`src/rtl/capture_ctrl_n_if.sv`:
```
// -----------------------------------------------------------------------------
// capture_ctrl_n_if
// Sample-path bus for capture_ctrl_n. It carries two streams:
//   sti_valid / sti_data             incoming samples from the RLE stage
//   mwr_tdata / mwr_tvalid /
//   mwr_tready / mwr_tlast           ready/valid write stream to the memory writer
// modport master : the environment side (drives samples, provides tready)
// modport slave  : the capture controller side
// -----------------------------------------------------------------------------
interface capture_ctrl_n_if #(
    parameter int GRP = 4
) ();
    logic               sti_valid;
    logic [8*GRP-1:0]   sti_data;
    logic [8*GRP-1:0]   mwr_tdata;
    logic               mwr_tvalid;
    logic               mwr_tready;
    logic               mwr_tlast;

    modport master (
        output sti_valid, sti_data, mwr_tready,
        input  mwr_tdata, mwr_tvalid, mwr_tlast
    );

    modport slave (
        input  sti_valid, sti_data, mwr_tready,
        output mwr_tdata, mwr_tvalid, mwr_tlast
    );
endinterface

```
`src/rtl/capture_ctrl_n.sv`:
```
// -----------------------------------------------------------------------------
// capture_ctrl_n
// Capture controller between the RLE stage and sample memory. Arms on a pulse,
// writes pre-trigger samples, counts a programmable number of post-trigger
// samples after run, compacts disabled channel groups out of each sample and
// presents the result on a ready/valid stream with tlast on the final sample.
//
// Ports:
//   clk, rst_n          clock, asynchronous active-low reset
//   cfg_valid/addr/data config writes: 0=post count, 1=pre count,
//                       2=disabled-group mask, 3=control {tlast_on_trigger, auto_rearm}
//   arm, run, abort     control pulses (abort ends a capture immediately)
//   sif (slave)         sti_* sample input, mwr_* write stream output
//   indicator_arm/trg   registered state decodes
//   overrun             sticky: a sample was dropped because the output was full
//   done                one-cycle pulse at the end of each capture
//
// Build option: define RUN_HOLDOFF_EN to ignore run in ARMED until the
// pre-trigger count has reached the programmed pre-trigger window.
// -----------------------------------------------------------------------------
module capture_ctrl_n #(
    parameter int GRP = 4,
    parameter int AW  = 16
) (
    input  logic            clk,
    input  logic            rst_n,
    input  logic            cfg_valid,
    input  logic [1:0]      cfg_addr,
    input  logic [31:0]     cfg_data,
    input  logic            arm,
    input  logic            run,
    input  logic            abort,
    capture_ctrl_n_if.slave sif,
    output logic            indicator_arm,
    output logic            indicator_trg,
    output logic            overrun,
    output logic            done
);
    localparam int DW = 8 * GRP;

    // S_WLAST waits for the tlast sample to be accepted before DONE.
    typedef enum logic [2:0] {S_IDLE, S_ARMED, S_TRIG, S_WLAST, S_DONE} state_t;

    state_t          state_q, state_d;
    logic [AW-1:0]   post_cfg_q, pre_cfg_q, post_eff;
    logic [GRP-1:0]  mask_q;
    logic [1:0]      ctrl_q;
    logic [AW-1:0]   pre_cnt_q, pre_cnt_d, post_cnt_q, post_cnt_d;
    logic [DW-1:0]   tdata_q, tdata_d;
    logic            tvalid_q, tvalid_d, tlast_q, tlast_d;
    logic            overrun_q, overrun_d;
    logic            done_q, done_d, ind_arm_q, ind_arm_d, ind_trg_q, ind_trg_d;
    logic            mask_all, out_free, holdoff_ok, run_ok, in_smp;
    logic            accept, drop, wr, post_phase, last_smp;
    logic            unused_bits;

    // Pack enabled groups (mask bit 0) toward the LSB; upper bytes stay zero.
    function automatic logic [DW-1:0] compact(input logic [DW-1:0] d, input logic [GRP-1:0] m);
        logic [DW-1:0]  r;
        logic [GRP-1:0] ms;
        logic [7:0]     b;
        r = '0;
        for (int i = GRP - 1; i >= 0; i--) begin
            ms = m >> i;
            if (!ms[0]) begin
                b = 8'(d >> (8 * i));
                r = (r << 8) | DW'(b);
            end
        end
        return r;
    endfunction

`ifdef RUN_HOLDOFF_EN
    assign holdoff_ok = (pre_cnt_q >= pre_cfg_q);
`else
    assign holdoff_ok = 1'b1;
`endif
    // Upper cfg_data bits and, without holdoff, the pre-trigger state have no reader.
    assign unused_bits = ^{cfg_data, pre_cfg_q, pre_cnt_q};

    assign post_eff = (post_cfg_q == '0) ? AW'(1) : post_cfg_q;
    assign mask_all = &mask_q;
    assign out_free = !tvalid_q || sif.mwr_tready;

    always_comb begin
        run_ok     = (state_q == S_ARMED) && run && !abort && holdoff_ok;
        in_smp     = sif.sti_valid && !abort && (state_q == S_ARMED || state_q == S_TRIG);
        // With every group disabled nothing is written, so a sample can never be blocked.
        accept     = in_smp && (mask_all || out_free);
        drop       = in_smp && !accept;
        wr         = accept && !mask_all;
        post_phase = (state_q == S_TRIG) || run_ok;
        last_smp   = accept && post_phase && ((post_cnt_q + AW'(1)) == post_eff);

        pre_cnt_d  = pre_cnt_q;
        post_cnt_d = post_cnt_q;
        if (state_q == S_DONE || (state_q == S_IDLE && arm)) begin
            pre_cnt_d  = '0;
            post_cnt_d = '0;
        end else if (accept) begin
            if (post_phase)
                post_cnt_d = post_cnt_q + AW'(1);
            else if (pre_cnt_q != {AW{1'b1}})
                pre_cnt_d = pre_cnt_q + AW'(1);
        end

        tvalid_d = tvalid_q && !sif.mwr_tready;
        tlast_d  = tlast_q && !sif.mwr_tready;
        tdata_d  = tdata_q;
        if (wr) begin
            tvalid_d = 1'b1;
            tdata_d  = compact(sif.sti_data, mask_q);
            tlast_d  = last_smp || (run_ok && ctrl_q[1]);
        end

        overrun_d = overrun_q;
        if (state_q == S_IDLE && arm)
            overrun_d = 1'b0;
        else if (drop)
            overrun_d = 1'b1;
    end

    // Next-state logic
    always_comb begin
        state_d = state_q;
        unique case (state_q)
            S_IDLE:  if (arm) state_d = S_ARMED;
            S_ARMED, S_TRIG: begin
                if (abort)
                    state_d = S_DONE;
                else if (last_smp)
                    state_d = mask_all ? S_DONE : S_WLAST;
                else if (run_ok)
                    state_d = S_TRIG;
            end
            S_WLAST: if (tvalid_q && sif.mwr_tready) state_d = S_DONE;
            S_DONE:  state_d = ctrl_q[0] ? S_ARMED : S_IDLE;
            default: state_d = S_IDLE;
        endcase
    end

    // Output decode, registered so the flags line up with the state they describe
    always_comb begin
        done_d    = (state_d == S_DONE);
        ind_arm_d = (state_d == S_ARMED);
        ind_trg_d = (state_d == S_TRIG) || (state_d == S_WLAST);
    end

    // State, configuration and datapath registers
    always_ff @(posedge clk or negedge rst_n) begin
        if (!rst_n) begin
            state_q    <= S_IDLE;
            post_cfg_q <= AW'(1);
            pre_cfg_q  <= '0;
            mask_q     <= '0;
            ctrl_q     <= '0;
            pre_cnt_q  <= '0;
            post_cnt_q <= '0;
            tdata_q    <= '0;
            tvalid_q   <= 1'b0;
            tlast_q    <= 1'b0;
            overrun_q  <= 1'b0;
            done_q     <= 1'b0;
            ind_arm_q  <= 1'b0;
            ind_trg_q  <= 1'b0;
        end else begin
            state_q    <= state_d;
            pre_cnt_q  <= pre_cnt_d;
            post_cnt_q <= post_cnt_d;
            tdata_q    <= tdata_d;
            tvalid_q   <= tvalid_d;
            tlast_q    <= tlast_d;
            overrun_q  <= overrun_d;
            done_q     <= done_d;
            ind_arm_q  <= ind_arm_d;
            ind_trg_q  <= ind_trg_d;
            if (cfg_valid) begin
                unique case (cfg_addr)
                    2'd0: post_cfg_q <= cfg_data[AW-1:0];
                    2'd1: pre_cfg_q  <= cfg_data[AW-1:0];
                    2'd2: mask_q     <= cfg_data[GRP-1:0];
                    2'd3: ctrl_q     <= cfg_data[1:0];
                    default: ;
                endcase
            end
        end
    end

    assign sif.mwr_tdata  = tdata_q;
    assign sif.mwr_tvalid = tvalid_q;
    assign sif.mwr_tlast  = tlast_q;
    assign indicator_arm  = ind_arm_q;
    assign indicator_trg  = ind_trg_q;
    assign overrun        = overrun_q;
    assign done           = done_q;

endmodule

```
`src/flat_wrapper.sv`:
```
// flat-port wrapper written by rule: the top's interface ports become plain ports
module capture_ctrl_n_flat 
#(
    parameter int GRP = 4,
    parameter int AW  = 16
)
  (clk, rst_n, cfg_valid, cfg_addr, cfg_data, arm, run, abort, indicator_arm, indicator_trg, overrun, done, sif_sti_valid, sif_sti_data, sif_mwr_tready, sif_mwr_tdata, sif_mwr_tvalid, sif_mwr_tlast);
  capture_ctrl_n_if #(.GRP(GRP)) sif_i ();
  input  logic clk;
  input  logic rst_n;
  input  logic cfg_valid;
  input  logic [1:0] cfg_addr;
  input  logic [31:0] cfg_data;
  input  logic arm;
  input  logic run;
  input  logic abort;
  output logic indicator_arm;
  output logic indicator_trg;
  output logic overrun;
  output logic done;
  input wire logic [$bits(sif_i.sti_valid)-1:0] sif_sti_valid;
  input wire logic [$bits(sif_i.sti_data)-1:0] sif_sti_data;
  input wire logic [$bits(sif_i.mwr_tready)-1:0] sif_mwr_tready;
  output wire logic [$bits(sif_i.mwr_tdata)-1:0] sif_mwr_tdata;
  output wire logic [$bits(sif_i.mwr_tvalid)-1:0] sif_mwr_tvalid;
  output wire logic [$bits(sif_i.mwr_tlast)-1:0] sif_mwr_tlast;
  assign sif_i.sti_valid = sif_sti_valid;
  assign sif_i.sti_data = sif_sti_data;
  assign sif_i.mwr_tready = sif_mwr_tready;
  assign sif_mwr_tdata = sif_i.mwr_tdata;
  assign sif_mwr_tvalid = sif_i.mwr_tvalid;
  assign sif_mwr_tlast = sif_i.mwr_tlast;
  capture_ctrl_n #(.GRP(GRP), .AW(AW)) u_core (.clk(clk), .rst_n(rst_n), .cfg_valid(cfg_valid), .cfg_addr(cfg_addr), .cfg_data(cfg_data), .arm(arm), .run(run), .abort(abort), .sif(sif_i), .indicator_arm(indicator_arm), .indicator_trg(indicator_trg), .overrun(overrun), .done(done));
endmodule
```
`config.mk`:
```
export PLATFORM = sky130hd
export DESIGN_NAME = capture_ctrl_n_flat
export DESIGN_NICKNAME = d
export VERILOG_FILES = /design/src/rtl/capture_ctrl_n_if.sv /design/src/rtl/capture_ctrl_n.sv /design/src/flat_wrapper.sv
export SDC_FILE = /design/constraint.sdc
export NUM_CORES = 1
export LEC_CHECK = 0
export ABC_AREA = 0
export BUFFER_PORTS_ARGS = -buffer_cell sky130_fd_sc_hd__buf_4
export CAP_MARGIN = 5
export CORE_MARGIN = 2
export CORE_UTILIZATION = 36
export CTS_CLUSTER_SIZE = 16
export DETAILED_ROUTE_END_ITERATION = 6
export GPL_TIMING_DRIVEN = 1
export SLEW_MARGIN = 15
export SYNTH_ARGS = -nofsm -noshare
export SYNTH_HDL_FRONTEND = slang
export SYNTH_SLANG_ARGS = --single-unit
```
`constraint.sdc`:
```
create_clock -name clk -period 6.2 [get_ports clk]
set_clock_uncertainty 0.1 [all_clocks]
set_input_delay 0.62 -clock clk [delete_from_list [all_inputs] [get_ports clk]]
set_output_delay 0.62 -clock clk [all_outputs]
set_load 0.01 [all_outputs]
```
==> summary.md <==
| Metric | Value |
|---|---|
| Status | finished clean |
| CP Launch Type | flop |
| Dpl ws | ~2.9 ns |
| Slew margin rel. | 0.233 |
| Layout fillers | about 1200 |
| Top Family by Delay on Critical Path | simple AND/OR/NAND/NOR gates |
| Unrepaired setup endpoints after global routing | no |
| Clock buffer depth | 2 |
| WP data required | 6.38 ns |
| Max Cap Violations | 0 |
| P_leak | 2.51 nW |
| Top_reg_cell synth | dfrtp_1 |
| Layout Nets | 651 |
| Post-DP Area | 5330 sq um |
| First-pass GRT wire length | 19200 microns |
| Initial DRC Count | 237 |
| Min Tclk post-route | 3.13 ns |
| # hold bufs at CTS | 0 |
| CTS tree | done |
| Core box area | 12100 sq um |
| Commonest non-fill, non-tap cell in the layout | buf_4 |
| Setup CP Type | flop to flop |
| Layout cells sized above 1 | 0.272 |
| Slowest cell delay on critical path | 0.54 ns |
| Syn Nets | 572 |
| Critical Path, Cell by Cell | ha_1 -> nand3_2 -> nor4_2 -> xor2_1 -> o21ai_0 -> nor4b_2 -> nand4_2 -> a2111oi_4 -> or2_1 |
| Post-DP HPWL | 8470 microns |
| Synth top area share | 0.433 |
| Footprint of the multi-input gates | 2400 sq um |
| Area leader, netlist | dfrtp_1 |
| Antenna diodes | 0 |
| Final-report hold violation count | 0 |
| Avg Synthesized Cell Area | 9.07 sq um |
| Antenna viol nets, final | 0 |
| Gp weighted congestion | between 0.9 and 1 |
| Post-synthesis sequential area ratio | 0.439 |
| PnR worst setup slack | 3.07 ns |
| Die height | 116 microns |
| Vias in the first global route | 3731 |
| Leading cell types in the layout, fill and taps excluded | buf_4, dfrtp_1, nand2_1 |
| Final setup vio count | 0 |
| Hold_ws | around 0.32 ns |
| Netlist cell types | 54 |
| IO buf count | 95 |
| Synth top area cells | dfrtp_1, mux2_2, o21ai_0, nand2_1, a21oi_1 |
| CTS Buf Count | 9 |
| Async set or reset register ratio after synthesis | 1.00 |
| Pre-Repair DR Iteration Count | 6 |
| Worst Tran Pin Value | between 1 and 1.5 ns |
| Final design utilization | 0.464 |
| # IOs | 112 |
| Post-synthesis cell count | ~500 |
| Fin crit share | 0.504 |
| Post-DR vias/cell | ~5.3 |
| FP Rows | 40 |
| # Post-CTS Setup Buffers | 0 |
| Post-layout instance area | 5610 sq um |
| FF/Latch Area | about 2000 sq um |
| Flops & latches, synth | just under 80 |
| Die Footprint | between 10000 and 15000 sq um |
| Antenna violations before repair | 0 |
| Worst EP arrival | 3.31 ns |
| Worst path bufs/invs | 0 |
| PD cells | 236 nW/um^2 |
| FMAX | 320 MHz |
| Worst min path class | input port to asynchronous set/reset pin |
| Remaining DRCs | 0 |
| Vias post-DR | between 3000 and 4000 |
| Cell at the root of the clock tree | clkbuf_16 |
| Clock latency on the worst-skew pair | 0.35 ns |
| Slowest cell on crit path | dfrtp_1 |
| WL/cell | 15.7 microns |
| Setup TNS | 0 ns |
| Post-CTS Resized | 0 |
| Final Max Tran Viols | 0 |
| Ys Warns | 0 |
| Post-synth EDFFs | 0 |
| Clock sink total | 79 |
| Largest net degree at the start of global routing | 80 |
| Syn-to-layout area delta | 24.5% |
| GRT Residual Overflow | 0 |
| Gr usage total | 0.184 |
| Crit path capture type | flop |
| CP Max Fanout | 10 |
| Total wire length | roughly 12000 microns |
| Max VDD drop | 0.000141 V |
| Initial Util | 0.372 |
| H-tree depth | 3 |
| Clock slew at reported path FFs | 0.06 ns |
| Post-Syn Area | roughly 4500 sq um |
| Die X | 116 microns |
## stage by stage
stage,std cells,power (W)
after CTS,749,0.00134
after global placement,733,0.000831
after detailed placement,733,0.000835
after global routing,749,0.00140
final,749,0.00133
after floorplan,497,0.000747
## worst reg2reg max path: stages, from the launching register on
cell       delay, ns
dfrtp_1         0.54
ha_1            0.39
nand3_2         0.25
nor4_2          0.53
xor2_1          0.12
o21ai_0         0.17
nor4b_2         0.24
nand4_2         0.24
a2111oi_4       0.34
or2_1           0.15
## sequential cells by signal, indices dropped and copies added, names as in the netlist
name / cells
u_core.sif.mwr_tdata: 32
u_core.done: 1
u_core.post_cfg_q: 16
u_core.state_q: 3
u_core.indicator_trg: 1
u_core.sif.mwr_tlast: 1
u_core.ctrl_q: 2
u_core.mask_q: 4
u_core.overrun: 1
u_core.sif.mwr_tvalid: 1
u_core.indicator_arm: 1
u_core.post_cnt_q: 16
## path summary, 6_finish.rpt
check	from	to	slack [ns]	depth (start not counted)
max in group asynchronous	rst_n	u_core.mask_q[0]	4.96	1
min reg2reg	u_core.sif.mwr_tdata[25]	u_core.sif.mwr_tdata[25]	0.37	2
min	rst_n	u_core.sif.mwr_tdata[15]	0.32	1
min in group clk	u_core.sif.mwr_tdata[25]	u_core.sif.mwr_tdata[25]	0.37	2
max reg2reg	u_core.post_cnt_q[0]	u_core.state_q[2]	3.07	9
max	u_core.post_cnt_q[0]	u_core.state_q[2]	3.07	9
## metal layers
layer / vias to the layer above / share of wire / track usage
met5: - / 0 / 0
met4: 0 / 0.018 / 0.0635
met3: 17 / 0.053 / 0.0476
met2: 113 / 0.44 / 0.266
met1: 1913 / 0.48 / 0.269
li1: 1922 / - / -
## cells by family (layout without fill, tap and decap cells)
kind of cell / Yosys count / count (layout) / synth area share
flip-flops: 79 / 79 / 0.439
adder cells (fa/ha/maj): 1 / 1 / 0.00278
buffers and inverters: 34 / 118 / 0.0319
AO/OA/AOI/OAI: 128 / 128 / 0.171
XOR/XNOR: 21 / 21 / 0.0408
AND/OR/NAND/NOR: 194 / 194 / 0.218
multiplexers: 40 / 40 / 0.0971
## area by class of cell
cell class              instances  share of cell area
multi-input cells             384               0.427
flip-flops and latches         79               0.353
repair buffers                 97               0.130
clock buffers                  13              0.0464
well taps                     168              0.0374
inverters                       5             0.00334
clock inverters                 3             0.00312
## cells in the mapped netlist (8+ instances only)
master / n
nor2_1: 48
a21oi_1: 41
nand3_1: 15
nor2b_1: 15
o21ai_0: 54
dfrtp_1: 78
mux2_2: 30
nand2_1: 70
clkbuf_1: 20
xor2_1: 8
mux2i_1: 10
xnor2_1: 13
## power breakdown
group | total, W | switching [W] | internal, W
Combinational | 0.000225 | 0.000108 | 0.000117
Clock | 0.000498 | 0.000206 | 0.000292
Sequential | 0.000604 | 0.0000603 | 0.000544
Total | 0.00133 | 0.000374 | 0.000952
Note: power is estimated with default switching activity, not from simulation.
